<file path="src/rtl/boot_loader_pkg.sv">
// Shared definitions for the UART program-load controller.
// State encoding, frame-format constants and default timeout.
package boot_loader_pkg;

    typedef enum logic [2:0] {
        WAIT_SIZE = 3'd0,
        RECV_WORD = 3'd1,
        WAIT_CSUM = 3'd2,
        DONE      = 3'd3,
        ERROR     = 3'd4
    } state_t;

    localparam int unsigned TIMEOUT_CYCLES_DEF = 2700000;
    localparam int unsigned BYTES_PER_WORD     = 4;
    localparam logic [1:0]  LAST_BYTE_IDX      = 2'(BYTES_PER_WORD - 1);

endpackage

</file>
<file path="src/rtl/boot_idle_timer.sv">
// Inter-byte idle counter for the program-load path.
// Flags expiry on the last idle cycle before the frame is abandoned.
module boot_idle_timer
    import boot_loader_pkg::*;
#(
    parameter int unsigned TIMEOUT_CYCLES = TIMEOUT_CYCLES_DEF
) (
    input  logic clk,
    input  logic rst,
    input  logic clear,
    input  logic enable,
    output logic expired
);

    localparam int W = $clog2(TIMEOUT_CYCLES + 1);
    localparam logic [W-1:0] LAST = W'(TIMEOUT_CYCLES - 1);

    logic [W-1:0] cnt;

    assign expired = enable && !clear && (cnt == LAST);

    // Count idle cycles while enabled; a byte or a disabled state restarts it.
    always_ff @(posedge clk or posedge rst) begin
        if (rst) begin
            cnt <= '0;
        end else if (clear || !enable) begin
            cnt <= '0;
        end else if (!expired) begin
            cnt <= cnt + W'(1);
        end
    end

endmodule

</file>
<file path="src/rtl/boot_loader_ctrl.sv">
// Frames the UART byte stream into size, big-endian words and checksum,
// writes instruction memory word by word and releases the CPU.
module boot_loader_ctrl
    import boot_loader_pkg::*;
#(
    parameter int unsigned ADDR_WIDTH     = 8,
    parameter int unsigned TIMEOUT_CYCLES = TIMEOUT_CYCLES_DEF
) (
    input  logic                  clk,
    input  logic                  rst,
    input  logic                  rx_valid,
    input  logic [7:0]            rx_byte,
    output logic                  mem_we,
    output logic [ADDR_WIDTH-1:0] mem_addr,
    output logic [31:0]           mem_wdata,
    output logic                  cpu_enable,
    output logic                  load_error,
    output logic [ADDR_WIDTH:0]   words_loaded
);

    localparam logic [ADDR_WIDTH:0] ONE = (ADDR_WIDTH + 1)'(1);

    state_t                state;
    state_t                state_nxt;
    logic [ADDR_WIDTH:0]   size_q;
    logic [ADDR_WIDTH:0]   word_idx;
    logic [ADDR_WIDTH:0]   word_inc;
    logic [1:0]            byte_idx;
    logic [7:0]            xor_q;
    logic [23:0]           asm_q;
    logic                  last_byte;
    logic                  timing;
    logic                  expired;

    assign word_inc     = word_idx + ONE;
    assign last_byte    = (byte_idx == LAST_BYTE_IDX);
    assign timing       = (state == RECV_WORD) || (state == WAIT_CSUM);
    assign words_loaded = word_idx;

    boot_idle_timer #(
        .TIMEOUT_CYCLES(TIMEOUT_CYCLES)
    ) u_timer (
        .clk    (clk),
        .rst    (rst),
        .clear  (rx_valid),
        .enable (timing),
        .expired(expired)
    );

    // State register.
    always_ff @(posedge clk or posedge rst) begin
        if (rst) begin
            state <= WAIT_SIZE;
        end else begin
            state <= state_nxt;
        end
    end

    // Frame sequencing: header, payload, checksum, then a sticky end state.
    always_comb begin
        state_nxt = state;
        unique case (state)
            WAIT_SIZE: begin
                if (rx_valid) begin
                    state_nxt = (rx_byte == 8'd0) ? WAIT_CSUM : RECV_WORD;
                end
            end
            RECV_WORD: begin
                if (rx_valid && last_byte && (word_inc == size_q)) begin
                    state_nxt = WAIT_CSUM;
                end else if (expired) begin
                    state_nxt = ERROR;
                end
            end
            WAIT_CSUM: begin
                if (rx_valid) begin
                    state_nxt = (rx_byte == xor_q) ? DONE : ERROR;
                end else if (expired) begin
                    state_nxt = ERROR;
                end
            end
            DONE:    state_nxt = DONE;
            ERROR:   state_nxt = ERROR;
            default: state_nxt = ERROR;
        endcase
    end

    // Byte assembly, checksum accumulation and registered memory/status outputs.
    always_ff @(posedge clk or posedge rst) begin
        if (rst) begin
            size_q     <= '0;
            word_idx   <= '0;
            byte_idx   <= '0;
            xor_q      <= '0;
            asm_q      <= '0;
            mem_we     <= 1'b0;
            mem_addr   <= '0;
            mem_wdata  <= '0;
            cpu_enable <= 1'b0;
            load_error <= 1'b0;
        end else begin
            mem_we     <= 1'b0;
            cpu_enable <= (state_nxt == DONE);
            load_error <= (state_nxt == ERROR);
            if (rx_valid && (state == WAIT_SIZE)) begin
                size_q   <= (ADDR_WIDTH + 1)'(rx_byte);
                word_idx <= '0;
                byte_idx <= '0;
                xor_q    <= '0;
            end
            if (rx_valid && (state == RECV_WORD)) begin
                asm_q    <= {asm_q[15:0], rx_byte};
                xor_q    <= xor_q ^ rx_byte;
                byte_idx <= byte_idx + 2'd1;
                if (last_byte) begin
                    mem_wdata <= {asm_q, rx_byte};
                    mem_addr  <= word_idx[ADDR_WIDTH-1:0];
                    mem_we    <= 1'b1;
                    word_idx  <= word_inc;
                end
            end
        end
    end

endmodule

</file>
<file path="config.mk">
export PLATFORM = sky130hd
export DESIGN_NAME = boot_loader_ctrl
export DESIGN_NICKNAME = d
export VERILOG_FILES = /design/src/rtl/boot_loader_pkg.sv /design/src/rtl/boot_idle_timer.sv /design/src/rtl/boot_loader_ctrl.sv
export SDC_FILE = /design/constraint.sdc
export NUM_CORES = 1
export LEC_CHECK = 0
export BUFFER_PORTS_ARGS = -buffer_cell sky130_fd_sc_hd__buf_2
export CORE_ASPECT_RATIO = 0.6
export CORE_UTILIZATION = 52
export DETAILED_ROUTE_END_ITERATION = 6
export PLACE_DENSITY_LB_ADDON = 0.12
export SLEW_MARGIN = 20
export SYNTH_ARGS = -nofsm -noshare
export SYNTH_HDL_FRONTEND = slang
export SYNTH_SLANG_ARGS = --single-unit
</file>
<file path="constraint.sdc">
create_clock -name clk -period 4 [get_ports clk]
set_input_delay 0.8 -clock clk [delete_from_list [all_inputs] [get_ports clk]]
set_output_delay 0.8 -clock clk [all_outputs]
set_load 0.01 [all_outputs]
</file>
### After elaboration in Yosys (flattened, before gate mapping)

Index checks and enable logic that the tools add are counted.

* add/subtract/negate cells: 3
* equal/unequal tests: 10
* mux-type cells: 18
* bitwise operators: 1
* reductions and logical operators: 14

Operators by type and width (number)
* $mux W22: 2
* $mux W9: 3
* $add A22 B1 Y22 const B: 1
* $eq A22 B22 Y1 const B: 1
* $mux W8: 2
* $mux W3: 5
* $pmux W3 S4: 1
* $add A9 B1 Y9 const B: 1
* $eq A3 B2 Y1 const B: 3
* $eq A9 B8 Y1: 1
* $eq A8 B8 Y1: 1
* $logic_not A8 Y1: 1
* $xor A8 B8 Y8: 1
* $logic_and A1 B1 Y1: 6
* $mux W2: 3
* $eq A3 B1 Y1 const B: 1
* $eq A3 B3 Y1 const B: 1
* $logic_not A3 Y1: 1
* $add A2 B1 Y2 const B: 1
* $eq A2 B2 Y1 const B: 1
* $logic_not A1 Y1: 2
* $logic_or A1 B1 Y1: 2
* $mux W1: 2
* $ne A2 B1 Y1 const B: 1
* 2 further kinds: 2

* register bits after elaboration: 119
* bits of input ports: 11
* output and inout bits: 52

### Depth between registers and ports, before layout

Gate-level depths: netlist (run 1).

* depth in word-level cells: 8
* mapped depth: 7

### Cells and area by module

A second synthesis (run 1) with hierarchy kept.

* cell total of the unflattened synthesis: 613
* area, all modules: 5607.9 um2

By module, submodules not included
* boot_loader_ctrl: instances 1, cells each 481, area each 4346.7 um2, seq. area each 2427.3 um2
* boot_idle_timer: instances 1, cells each 132, area each 1261.2 um2, seq. area each 550.5 um2

### Least setup slack after synthesis (run 1)

Ideal clock, no wire load.

* path type: input-to-reg
* from: input port rx_valid
* to: register state[0]
* setup time: 0.126 ns
* data arrival time: 2.009 ns
* required time: 3.874 ns
* slack: 1.865 ns
* stages on the path: 7
* cell sequence: clkbuf_1 -> nand2_1 -> a311oi_1 -> nand3_1 -> nor4_1 -> nand4_1 -> a221o_1

* word-level cells in the longest chain between the ends: 6
* elaborated cells between the ends (all ways): 10
* those cells by class: 5 x mux; 5 x reduce/logical

RTL lines
* start, declared: RTL line boot_loader_ctrl.sv:11 `input logic rx_valid,`
* $logic_not A1 Y1: RTL line boot_idle_timer.sv:20 `assign expired = enable && !clear && (cnt == LAST);`
* $logic_and A1 B1 Y1 (2 in series): RTL line boot_idle_timer.sv:20
* $mux W3: RTL line boot_loader_ctrl.sv:71, boot_loader_ctrl.sv:78
* $mux W3 (on tied branches): RTL line boot_loader_ctrl.sv:76, boot_loader_ctrl.sv:69
* $pmux W3 S4 *: RTL line boot_loader_ctrl.sv:62 `unique case (state)`
* via state_nxt[0]: RTL line boot_loader_ctrl.sv:24 `state_t state_nxt;`
* end signal, assigned: RTL line boot_loader_ctrl.sv:55 `state <= state_nxt;`
* end, declared: RTL line boot_loader_ctrl.sv:23 `state_t state;`

Mark *: on every way through the listed nets, which the timed path passes. The rest lies on a longest branch.
A chain may end at the register's enable or synchronous reset.

### Worst setup path after layout (run 1)

* from: register word_idx[0], in the netlist words_loaded[0]
* to: register state[0]

* word-level cells in the longest chain between the ends: 5

RTL lines
* start, declared: RTL line boot_loader_ctrl.sv:26 `logic [ADDR_WIDTH:0] word_idx;`
* start signal, assigned: RTL line boot_loader_ctrl.sv:119 `word_idx <= word_inc;`
* $add A9 B1 Y9: RTL line boot_loader_ctrl.sv:35 `assign word_inc = word_idx + ONE;`
* $eq A9 B8 Y1: RTL line boot_loader_ctrl.sv:69 `if (rx_valid && last_byte && (word_inc == size_q)) begin`
* $logic_and A1 B1 Y1: RTL line boot_loader_ctrl.sv:69
* $mux W3: RTL line boot_loader_ctrl.sv:69
* $pmux W3 S4: RTL line boot_loader_ctrl.sv:62
* via state_nxt[0]: RTL line boot_loader_ctrl.sv:24

The timed path passes the listed nets, and every way through them passes these cells.

==> results of run 1 <==
[cells in the final DEF, fill, tap and decap left out, drive strengths merged, types with 5 or more instances in the layout]
cell type / instances
inv: 6
clkbuf: 23
or3: 7
clkinv: 5
buf: 66
and3: 6
dfrtp: 119
a22o: 7
o21ai: 37
bufinv: 5
xor2: 16
nand4: 10
nand3: 14
nor3: 6
nor2: 37
nand2: 207
nor2b: 11
mux2: 8
xnor2: 15
a21oi: 9
[path summary, 6_finish.rpt]
kind	from	end	slack, ns	depth (start not counted)
setup / recovery	words_loaded[0]	state[0]	1.69	7
hold / removal	asm_q[20]	mem_wdata[28]	0.47	2
setup reg to reg	words_loaded[0]	state[0]	1.69	7
hold reg to reg	asm_q[20]	mem_wdata[28]	0.47	2
max in group asynchronous	rst	mem_wdata[2]	2.66	3
min in group asynchronous	rst	mem_wdata[22]	0.57	2
[per-stage QoR]
step                      area [µm²]   util  setup WS [ns]  hold slack (ns)
after floorplan                 5290      -         0.0425            0.439
after detailed placement        5710  0.578           1.59            0.457
after CTS                       6360  0.644           1.70            0.469
final                           6370  0.644           1.69            0.465
after global placement          5710  0.578           1.64            0.452
after global routing            6370  0.644           1.51            0.489
[flip-flops by register name (all words and copies together) (netlist names), 3 cells and up]
name / flops
asm_q: 24
mem_addr: 8
mem_wdata: 32
size_q: 8
state: 3
u_timer.cnt: 22
words_loaded: 9
xor_q: 8
[synthesized netlist by cell type (all sizes together) (2+ instances only)]
cell     number  share of area
nand2b        2         0.0024
o31ai         2         0.0028
nor3b         3         0.0043
dfrtp       119           0.56
and3          6         0.0071
o21ai        37          0.035
xor2         16          0.027
nand4        10          0.015
ha            3         0.0071
a21oi         9         0.0085
nor2b        11          0.013
xnor2        15          0.025
a2111oi       2         0.0033
nor4          3         0.0035
inv           6         0.0043
mux2          8          0.017
a22o          7          0.012
or3           7         0.0083
and4          2         0.0033
nor3          6         0.0088
nand2       207           0.15
nor2         37          0.028
a311oi        2         0.0033
nand3        14          0.015
clkbuf       19          0.013
buf           6         0.0057
or4b          2         0.0045
[layout make-up]
type | instances | area (µm²) | area share
flip-flops and latches | 119 | 2980 | 0.468
multi-input cells | 419 | 2190 | 0.344
clock buffers | 23 | 478 | 0.0751
repair buffers | 66 | 353 | 0.0554
clock inverters | 9 | 170 | 0.0267
well taps | 135 | 169 | 0.0265
inverters | 7 | 28.8 | 0.00452
[cells by family after synthesis]
group,synth area share
simple gates,0.264
flops,0.563
compound gates,0.0710
buf+inv,0.0241
xor+xnor,0.0513
mux,0.0189
fa+ha+maj,0.00710
[worst max-delay path: cells and delay by family, from the launching register on]
family          cells  cell delay [ns]
simple gates        4             0.75
compound gates      2             0.64
flops               1             0.48
fa+ha+maj           1             0.31
[power breakdown]
part / switching, W / internal (W)
clock: 0.000506 / 0.00115
sequential: 0.0000776 / 0.00130
combinational: 0.000108 / 0.0000940
total: 0.000692 / 0.00254
[routing by layer]
layer | share of wire | global-route usage
met5 | 0 | 0
met4 | 0.0086 | 0.0713
met3 | 0.050 | 0.0612
met2 | 0.43 | 0.351
met1 | 0.51 | 0.344
==> flow_summary.json, run 1 <==
{
  "antennaDiodeCount": 0,
  "area_growth_pct": 20.4,
  "critPathKind": "flop to flop",
  "worstPathRequired_ns": 4.28,
  "finalSetupTns_ns": 0,
  "via_count": 4087,
  "overflow": 0,
  "cts_buffers": 17,
  "synth-edff-count": 0,
  "drive_gt1_frac": 0.176,
  "rows": 28,
  "synth_area_per_cell_um2": 9.28,
  "clkLatencyLatePin_ns": 0.40,
  "cp_slowest_cell": "dfrtp_1",
  "hpwl_um": 7350,
  "cts_tree": "built",
  "crit_path_max_incr_delay_ns": 0.48,
  "grtUsageTotal": 0.238,
  "async_flop_share": 1.00,
  "nFillCells": 825,
  "ys_ff_latch": 119,
  "maxCapViolations": 0,
  "cts_htree_levels": 4,
  "start_util": 0.535,
  "cts_root_buf": "clkbuf_16",
  "yosysWarnings": 0,
  "postCtsSetupBuffers": 0,
  "die_area_um2": 10600,
  "ys_types": 43,
  "clk_pin_slew_ns": 0.05,
  "worst_pin_slew_ns": 0.867,
  "io_pins": 63,
  "routedWlPerCell_um": 14.3,
  "syn-num-nets": 584,
  "start_kind": "flop",
  "clock_sinks": 119,
  "syn-cell-area_um2": 5290,
  "power_w": 0.00323,
  "min_path_type": "flop to flop",
  "slew-limit-headroom": 0.418,
  "fin_cells": 778,
  "path_cells": "ha_1 > and3_1 > a311oi_1 > nand3_1 > nor4_1 > nand4_1 > a221o_1",
  "dr.pass1.iters": 5,
  "grt_pass1_vias": 3954,
  "hold_buffers": 0,
  "grt_max_degree": 70,
  "arrival_ns": 2.59,
  "fin_skew_ns": 0.00750,
  "via_per_inst": 5.25,
  "drcViolationCount": 0,
  "p_leak_nw": 3.25,
  "endpoint_kind": "flop",
  "postRouteAntennaNets": 0,
  "hold_viol_final": 0,
  "drv_slew": 0,
  "dp.cells": 746,
  "path_max_fanout": 8,
  "setup_viol": 0,
  "gp_congestion": 0.841,
  "ir_worst_vdd_uv": 366,
  "finalWirelength_um": 11100,
  "finalNetCount": 644,
  "timing.fmax_mhz": 433,
  "io_buffers": 62,
  "antenna_found_initial": 0,
  "syn_inst": 570,
  "synth_ff_type": "dfrtp_1",
  "clockBufferDepth": 2,
  "finalCritPeriodShare": 0.577,
  "grt_pass1_wl_um": 19500,
  "outcome": "finished clean",
  "fin_crit_ns": 2.31,
  "rsz0062_at_grt": "no",
  "die_x_um": 132,
  "cts.repair.resized": 0,
  "power_density_nw_per_um2": 508,
  "die_h_um": 80.1,
  "core_um2": 9880,
  "ys_seq_area_frac": 0.563,
  "drt_iter0_drc": 284
}
(Power assumes the default switching activity.)
==> run 2, diff against run 1 <==
--- a/config.mk
+++ b/config.mk
@@ -7,7 +7,7 @@
 export LEC_CHECK = 0
 export BUFFER_PORTS_ARGS = -buffer_cell sky130_fd_sc_hd__buf_2
 export CORE_ASPECT_RATIO = 0.6
-export CORE_UTILIZATION = 52
+export CORE_UTILIZATION = 58
 export DETAILED_ROUTE_END_ITERATION = 6
 export PLACE_DENSITY_LB_ADDON = 0.12
 export SLEW_MARGIN = 20
==> constraint.sdc (replaced) <==
create_clock -name clk -period 2.35 [get_ports clk]
set_input_delay 0.47 -clock clk [delete_from_list [all_inputs] [get_ports clk]]
set_output_delay 0.47 -clock clk [all_outputs]
set_load 0.01 [all_outputs]
==> run 2 against run 1 <==
Against the previous run:
- the run now ends with DRC left
- sequential share of layout area rose by 0.67 points
- combinational power up 76%
- fmax rose by 4.5%
- core utilization up 7.8 points
- setup slack worse by 1.6 ns
- cell area shrank 1.4%
- critical path depth unchanged
- clock power grew 35%
- worst hold slack worse by 0.26 ns
- register-to-register slack worse by 1.6 ns
- count of clock-buffer cells in the layout grew 1
- critical path type unchanged
- critical endpoint unchanged
==> flow_summary.json, run 2 (synthesized netlist as in run 1, its figures left out) <==
{
  "largest_register_ffs": 32,
  "drive_gt1_frac": 0.186,
  "rows": 26,
  "start_kind": "flop",
  "hpwl_um": 7510,
  "drcViolationCount": 6,
  "slew-limit-headroom": 0.558,
  "p_leak_nw": 3.23,
  "rr_endpoint": "state[0]",
  "pre_cts_ws_ns": 0.0794,
  "layout_commonest_cell": "nand2_1",
  "outcome": "finished, violations left",
  "r2r_cells": 7,
  "grtUsageTotal": 0.258,
  "path_max_fanout": 6,
  "area_growth_pct": 18.7,
  "postRouteAntennaNets": 0,
  "cts_buffers": 17,
  "grt_pass1_wl_um": 19300,
  "power_density_nw_per_um2": 787,
  "timing.fmax_mhz": 453,
  "via_per_inst": 5.49,
  "worstReg2RegStart": "words_loaded[1]",
  "fin_crit_ns": 2.21,
  "io_pins": 63,
  "overflow": 0,
  "violations": "DRC",
  "rsz0062_at_grt": "no",
  "arrival_ns": 2.49,
  "clk_pin_slew_ns": 0.05,
  "cts_root_buf": "clkbuf_16",
  "nFillCells": 666,
  "die_x_um": 125,
  "finalNetCount": 654,
  "drt_iter0_drc": 340,
  "cts_htree_levels": 4,
  "dr.pass1.iters": 7,
  "hold_buffers": 0,
  "largestRegisters": "mem_wdata x32, asm_q x24, u_timer.cnt x22",
  "path_cells": "ha_2 > and3_1 > a311oi_1 > nand3_1 > nor4_2 > nand4_1 > a221o_1",
  "cts.repair.resized": 0,
  "drv_slew": 0,
  "clockBufferDepth": 2,
  "critPathKind": "flop to flop",
  "io_buffers": 62,
  "layout_common_cells": "nand2_1 (207), dfrtp_1 (119), buf_2 (62)",
  "finalCritPeriodShare": 0.940,
  "finalSetupTns_ns": 0,
  "min_path_type": "input pin to async pin",
  "postCtsSetupBuffers": 0,
  "postLayoutCoreUtil": 0.723,
  "worstPathRequired_ns": 2.63,
  "routedWlPerCell_um": 14.9,
  "maxCapViolations": 0,
  "ir_worst_vdd_uv": 579,
  "power_w": 0.00494,
  "die_h_um": 76.0,
  "endpoint_kind": "flop",
  "path_depth": 7,
  "grt_max_degree": 120,
  "clkLatencyLatePin_ns": 0.40,
  "grt_pass1_vias": 3927,
  "r2r_setup_slack_ns": 0.14,
  "fin_skew_ns": 0.00894,
  "largest_register": "mem_wdata",
  "worst_pin_slew_ns": 0.664,
  "start_util": 0.609,
  "seq_area_um2": 2980,
  "multiInputGateArea_um2": 2190,
  "antennaDiodeCount": 0,
  "hold_viol_final": 0,
  "via_count": 4182,
  "antenna_found_initial": 0,
  "gp_congestion": 0.818,
  "worst_slack_ns": 0.141,
  "finalWirelength_um": 11400,
  "cts_tree": "built",
  "clock_sinks": 119,
  "die_area_um2": 9520,
  "core_um2": 8690,
  "cp_slowest_cell": "dfrtp_1",
  "crit_path_max_incr_delay_ns": 0.44,
  "worst-path-buf-inv": 0,
  "crit_family": "simple AND/OR/NAND/NOR gates",
  "setup_viol": 0
}
run 2: cell count changes in the layout (fill, tap and decap cells not counted), sizes merged:
cell / delta
clkinvlp: +1
bufinv: -5
inv: -1
buf: +10
clkinv: +1
clkbuf: +1
run 2: how the worst max path moves through the flow:
stage / from / end / slack [ns]
global placement: words_loaded[1] / state[0] / 0.20
global route: words_loaded[1] / state[0] / 0.02
detailed placement: words_loaded[1] / state[0] / 0.08
floorplan: words_loaded[0] / state[0] / 0.27
finish: words_loaded[1] / state[0] / 0.14
CTS: words_loaded[1] / state[0] / 0.08
run 2: per-stage QoR:
step | instance area (µm²) | hold WS (ns) | cells
final | 6280 | 0.204 | 762
after global routing | 6280 | 0.308 | 762
after CTS | 6270 | 0.296 | 762
after detailed placement | 5760 | 0.457 | 733
after global placement | 5760 | 0.452 | 733
after floorplan | 5290 | 0.439 | 570
run 2: area by class of cell:
type,count,area share
Tap cell,112,0.0223
Clock buffer,24,0.0768
Clock inverter,5,0.00399
Timing Repair Buffer,76,0.0682
Sequential cell,119,0.474
Multi-Input combinational cell,419,0.349
Inverter,7,0.00478
run 2: worst min-delay path: stages:
cell and delay [ns]:
buf_2 0.11, clkinvlp_4 0.07, buf_12 0.41
run 2: routing by layer:
metal / wire, µm / vias to the layer above / global-route usage
met5: 0 / - / 0
met4: 61 / 0 / 0.0707
met3: 567 / 8 / 0.0643
met2: 5050 / 96 / 0.373
met1: 5710 / 2056 / 0.387
li1: - / 2022 / -
run 2: report_power, final:
group | leakage (nW) | switching [W] | internal [W]
Combinational | 1.35 | 0.000191 | 0.000164
Clock | 0.255 | 0.000841 | 0.00140
Sequential | 1.62 | 0.000135 | 0.00221
Total | 3.23 | 0.00117 | 0.00377
==> run 3, diff against run 2 <==
--- a/config.mk
+++ b/config.mk
@@ -13,4 +13,5 @@
 export SLEW_MARGIN = 20
 export SYNTH_ARGS = -nofsm -noshare
 export SYNTH_HDL_FRONTEND = slang
+export SYNTH_HIERARCHICAL = 1
 export SYNTH_SLANG_ARGS = --single-unit
==> run 3 against run 2 <==
Against the previous run:
- the flow now finishes without violations
- clock skew decreased by 0.0038 ns
- largest cell class unchanged
- die area rose by 5.9%
- non-clock buffer count rose by 3
- area after synthesis up 6.1%
- setup slack improved by 0.061 ns
- worst hold slack improved by 0.0011 ns
- register-to-register slack better by 0.06 ns
- final cell count increased by 8.4%
- fmax is 2.8% higher
==> flow_summary.json, run 3 <==
{
  "outcome": "finished clean",
  "synth_ff_type": "dfrtp_1",
  "largest_register_ffs": 32,
  "grt-busiest-layer": "met1",
  "met1_usage": 0.458,
  "cts.repair.resized": 0,
  "ys_types": 71,
  "arrival_ns": 2.45,
  "critPathKind": "flop to flop",
  "synth-edff-count": 0,
  "fin_cells": 826,
  "syn-cell-area_um2": 5610,
  "layout_commonest_cell": "nand2_1",
  "clockBufferDepth": 2,
  "timing.fmax_mhz": 466,
  "yosysWarnings": 6,
  "core_um2": 9290,
  "maxCapViolations": 0,
  "clock_sinks": 119,
  "yosysTopAreaCell": "dfrtp_1",
  "layout_common_cells": "nand2_1 (215), dfrtp_1 (119), buf_2 (62)",
  "hold_viol_final": 0,
  "rows": 27,
  "start_kind": "flop",
  "finalNetCount": 697,
  "hpwl_um": 9100,
  "dp.cells": 794,
  "finalCritPeriodShare": 0.914,
  "cts_tree": "built",
  "die_h_um": 78.2,
  "post-synth-top-count-cell": "nand2_1",
  "rsz0062_at_grt": "no",
  "area_growth_pct": 21.1,
  "cts_htree_levels": 4,
  "antenna_found_initial": 0,
  "ys_seq_area_frac": 0.531,
  "finalWirelength_um": 13600,
  "met2_usage": 0.406,
  "dr.pass1.iters": 6,
  "fin_skew_ns": 0.00510,
  "path_max_fanout": 13,
  "via_per_inst": 5.70,
  "ir_worst_vdd_uv": 714,
  "grt_pass1_wl_um": 22700,
  "cts_buffers": 17,
  "gp_congestion": 0.876,
  "drt_iter0_drc": 570,
  "endpoint_kind": "flop",
  "antennaDiodeCount": 0,
  "worst_slack_ns": 0.202,
  "overflow": 0,
  "routedWlPerCell_um": 16.4,
  "min_path_type": "input pin to async pin",
  "largest_register": "mem_wdata",
  "synth_common_cells": "nand2_1 (215), dfrtp_1 (119), o21ai_0 (40), a21oi_1 (21)",
  "pre_cts_ws_ns": 0.245,
  "cts_root_buf": "clkbuf_16",
  "via_count": 4712,
  "drcViolationCount": 0,
  "syn_inst": 613,
  "grtUsageTotal": 0.297,
  "fin_crit_ns": 2.15,
  "syn-num-nets": 627,
  "io_pins": 63,
  "start_util": 0.604,
  "die_x_um": 129,
  "largestRegisters": "mem_wdata x32, asm_q x24, u_timer/cnt x22",
  "clkLatencyLatePin_ns": 0.41,
  "synth.top_cell.area_share": 0.531,
  "grt_max_degree": 98,
  "drive_gt1_frac": 0.197,
  "drv_slew": 0,
  "async_flop_share": 1.00,
  "power_density_nw_per_um2": 1270,
  "clk_pin_slew_ns": 0.05,
  "postCtsSetupBuffers": 0,
  "finalSetupTns_ns": 0,
  "postRouteAntennaNets": 0,
  "p_leak_nw": 3.39,
  "synth_area_per_cell_um2": 9.15,
  "synth_area_leaders": "dfrtp_1 (53%), nand2_1 (14%), o21ai_0 (3.6%)",
  "worstPathRequired_ns": 2.65,
  "hold_buffers": 0,
  "grt_pass1_vias": 4513,
  "worst_pin_slew_ns": 0.862,
  "slew-limit-headroom": 0.425,
  "setup_viol": 0,
  "ys_ff_latch": 119,
  "die_area_um2": 10100,
  "io_buffers": 62,
  "use_met3": 0.0859
}
## run 3: changes by cell type in the layout (fill, tap and decap cells not counted), moves of 8 or more
cell / delta
nor2_1: -17
a21oi_1: +12
inv_1: +11
nor2b_1: -11
xnor2_1: -11
nand2_1: +8
## run 3: per-stage QoR
| step | power [W] | utilization | hold slack, ns | instance area (µm²) |
|---|---|---|---|---|
| floorplan | 0.00468 | - | 0.439 | 5610 |
| global placement | 0.00540 | 0.655 | 0.450 | 6090 |
| detailed placement | 0.00550 | 0.655 | 0.455 | 6090 |
| CTS | 0.00861 | 0.730 | 0.228 | 6780 |
| global route | 0.00908 | 0.731 | 0.244 | 6790 |
| finish | 0.00859 | 0.731 | 0.205 | 6790 |
## run 3: worst paths after layout
kind	start	end	slack (ns)	depth (start not counted)
max in group asynchronous	rst	u_timer/cnt[9]	1.55	2
min in group clk	rx_byte[3]	asm_q[3]	0.34	3
setup reg to reg	state[1]	state[1]	0.20	7
hold reg to reg	mem_wdata[16]	mem_wdata[16]	0.47	2
hold / removal	rst	mem_addr[3]	0.20	3
setup / recovery	state[1]	state[1]	0.20	7
## run 3: kinds of logic (layout without fill, tap and decap cells)
family / count (synthesis) / count (layout) / share of synthesized area
AND/OR/NAND/NOR: 322 / 322 / 0.275
flip-flops: 119 / 119 / 0.531
AO/OA/AOI/OAI: 99 / 99 / 0.107
buffers and inverters: 46 / 129 / 0.0388
XOR/XNOR: 14 / 14 / 0.0219
multiplexers: 10 / 10 / 0.0194
adder cells (fa/ha/maj): 3 / 3 / 0.00669
## run 3: per-layer routing
metal  vias to the layer above  routed length [µm]
li1                       2231                   -
met1                      2261                6690
met2                       210                5540
met3                        10                1240
met4                         0                  98
met5                         -                   0
## run 3: final cells by class
class	count	area [µm²]
clock buffer	20	447
fill	667	2500
sequential	119	2980
inverter	18	71.3
multi-input combinational	448	2420
clock inverter	12	248
tap	130	163
timing repair buffer	79	463
## run 3: worst max-delay path: stages (launching register included)
cell	delay, ns
dfrtp_1	0.48
nand2b_1	0.21
a21oi_1	0.22
or2b_2	0.45
nor2_1	0.22
or2_2	0.16
a311oi_1	0.09
a31o_1	0.21
## run 3: power by group
part / total, W / switching (W) / internal, W / leakage, nW
Clock: 0.00305 / 0.000927 / 0.00212 / 0.330
Sequential: 0.00323 / 0.000497 / 0.00273 / 1.55
Combinational: 0.00231 / 0.00139 / 0.000922 / 1.51
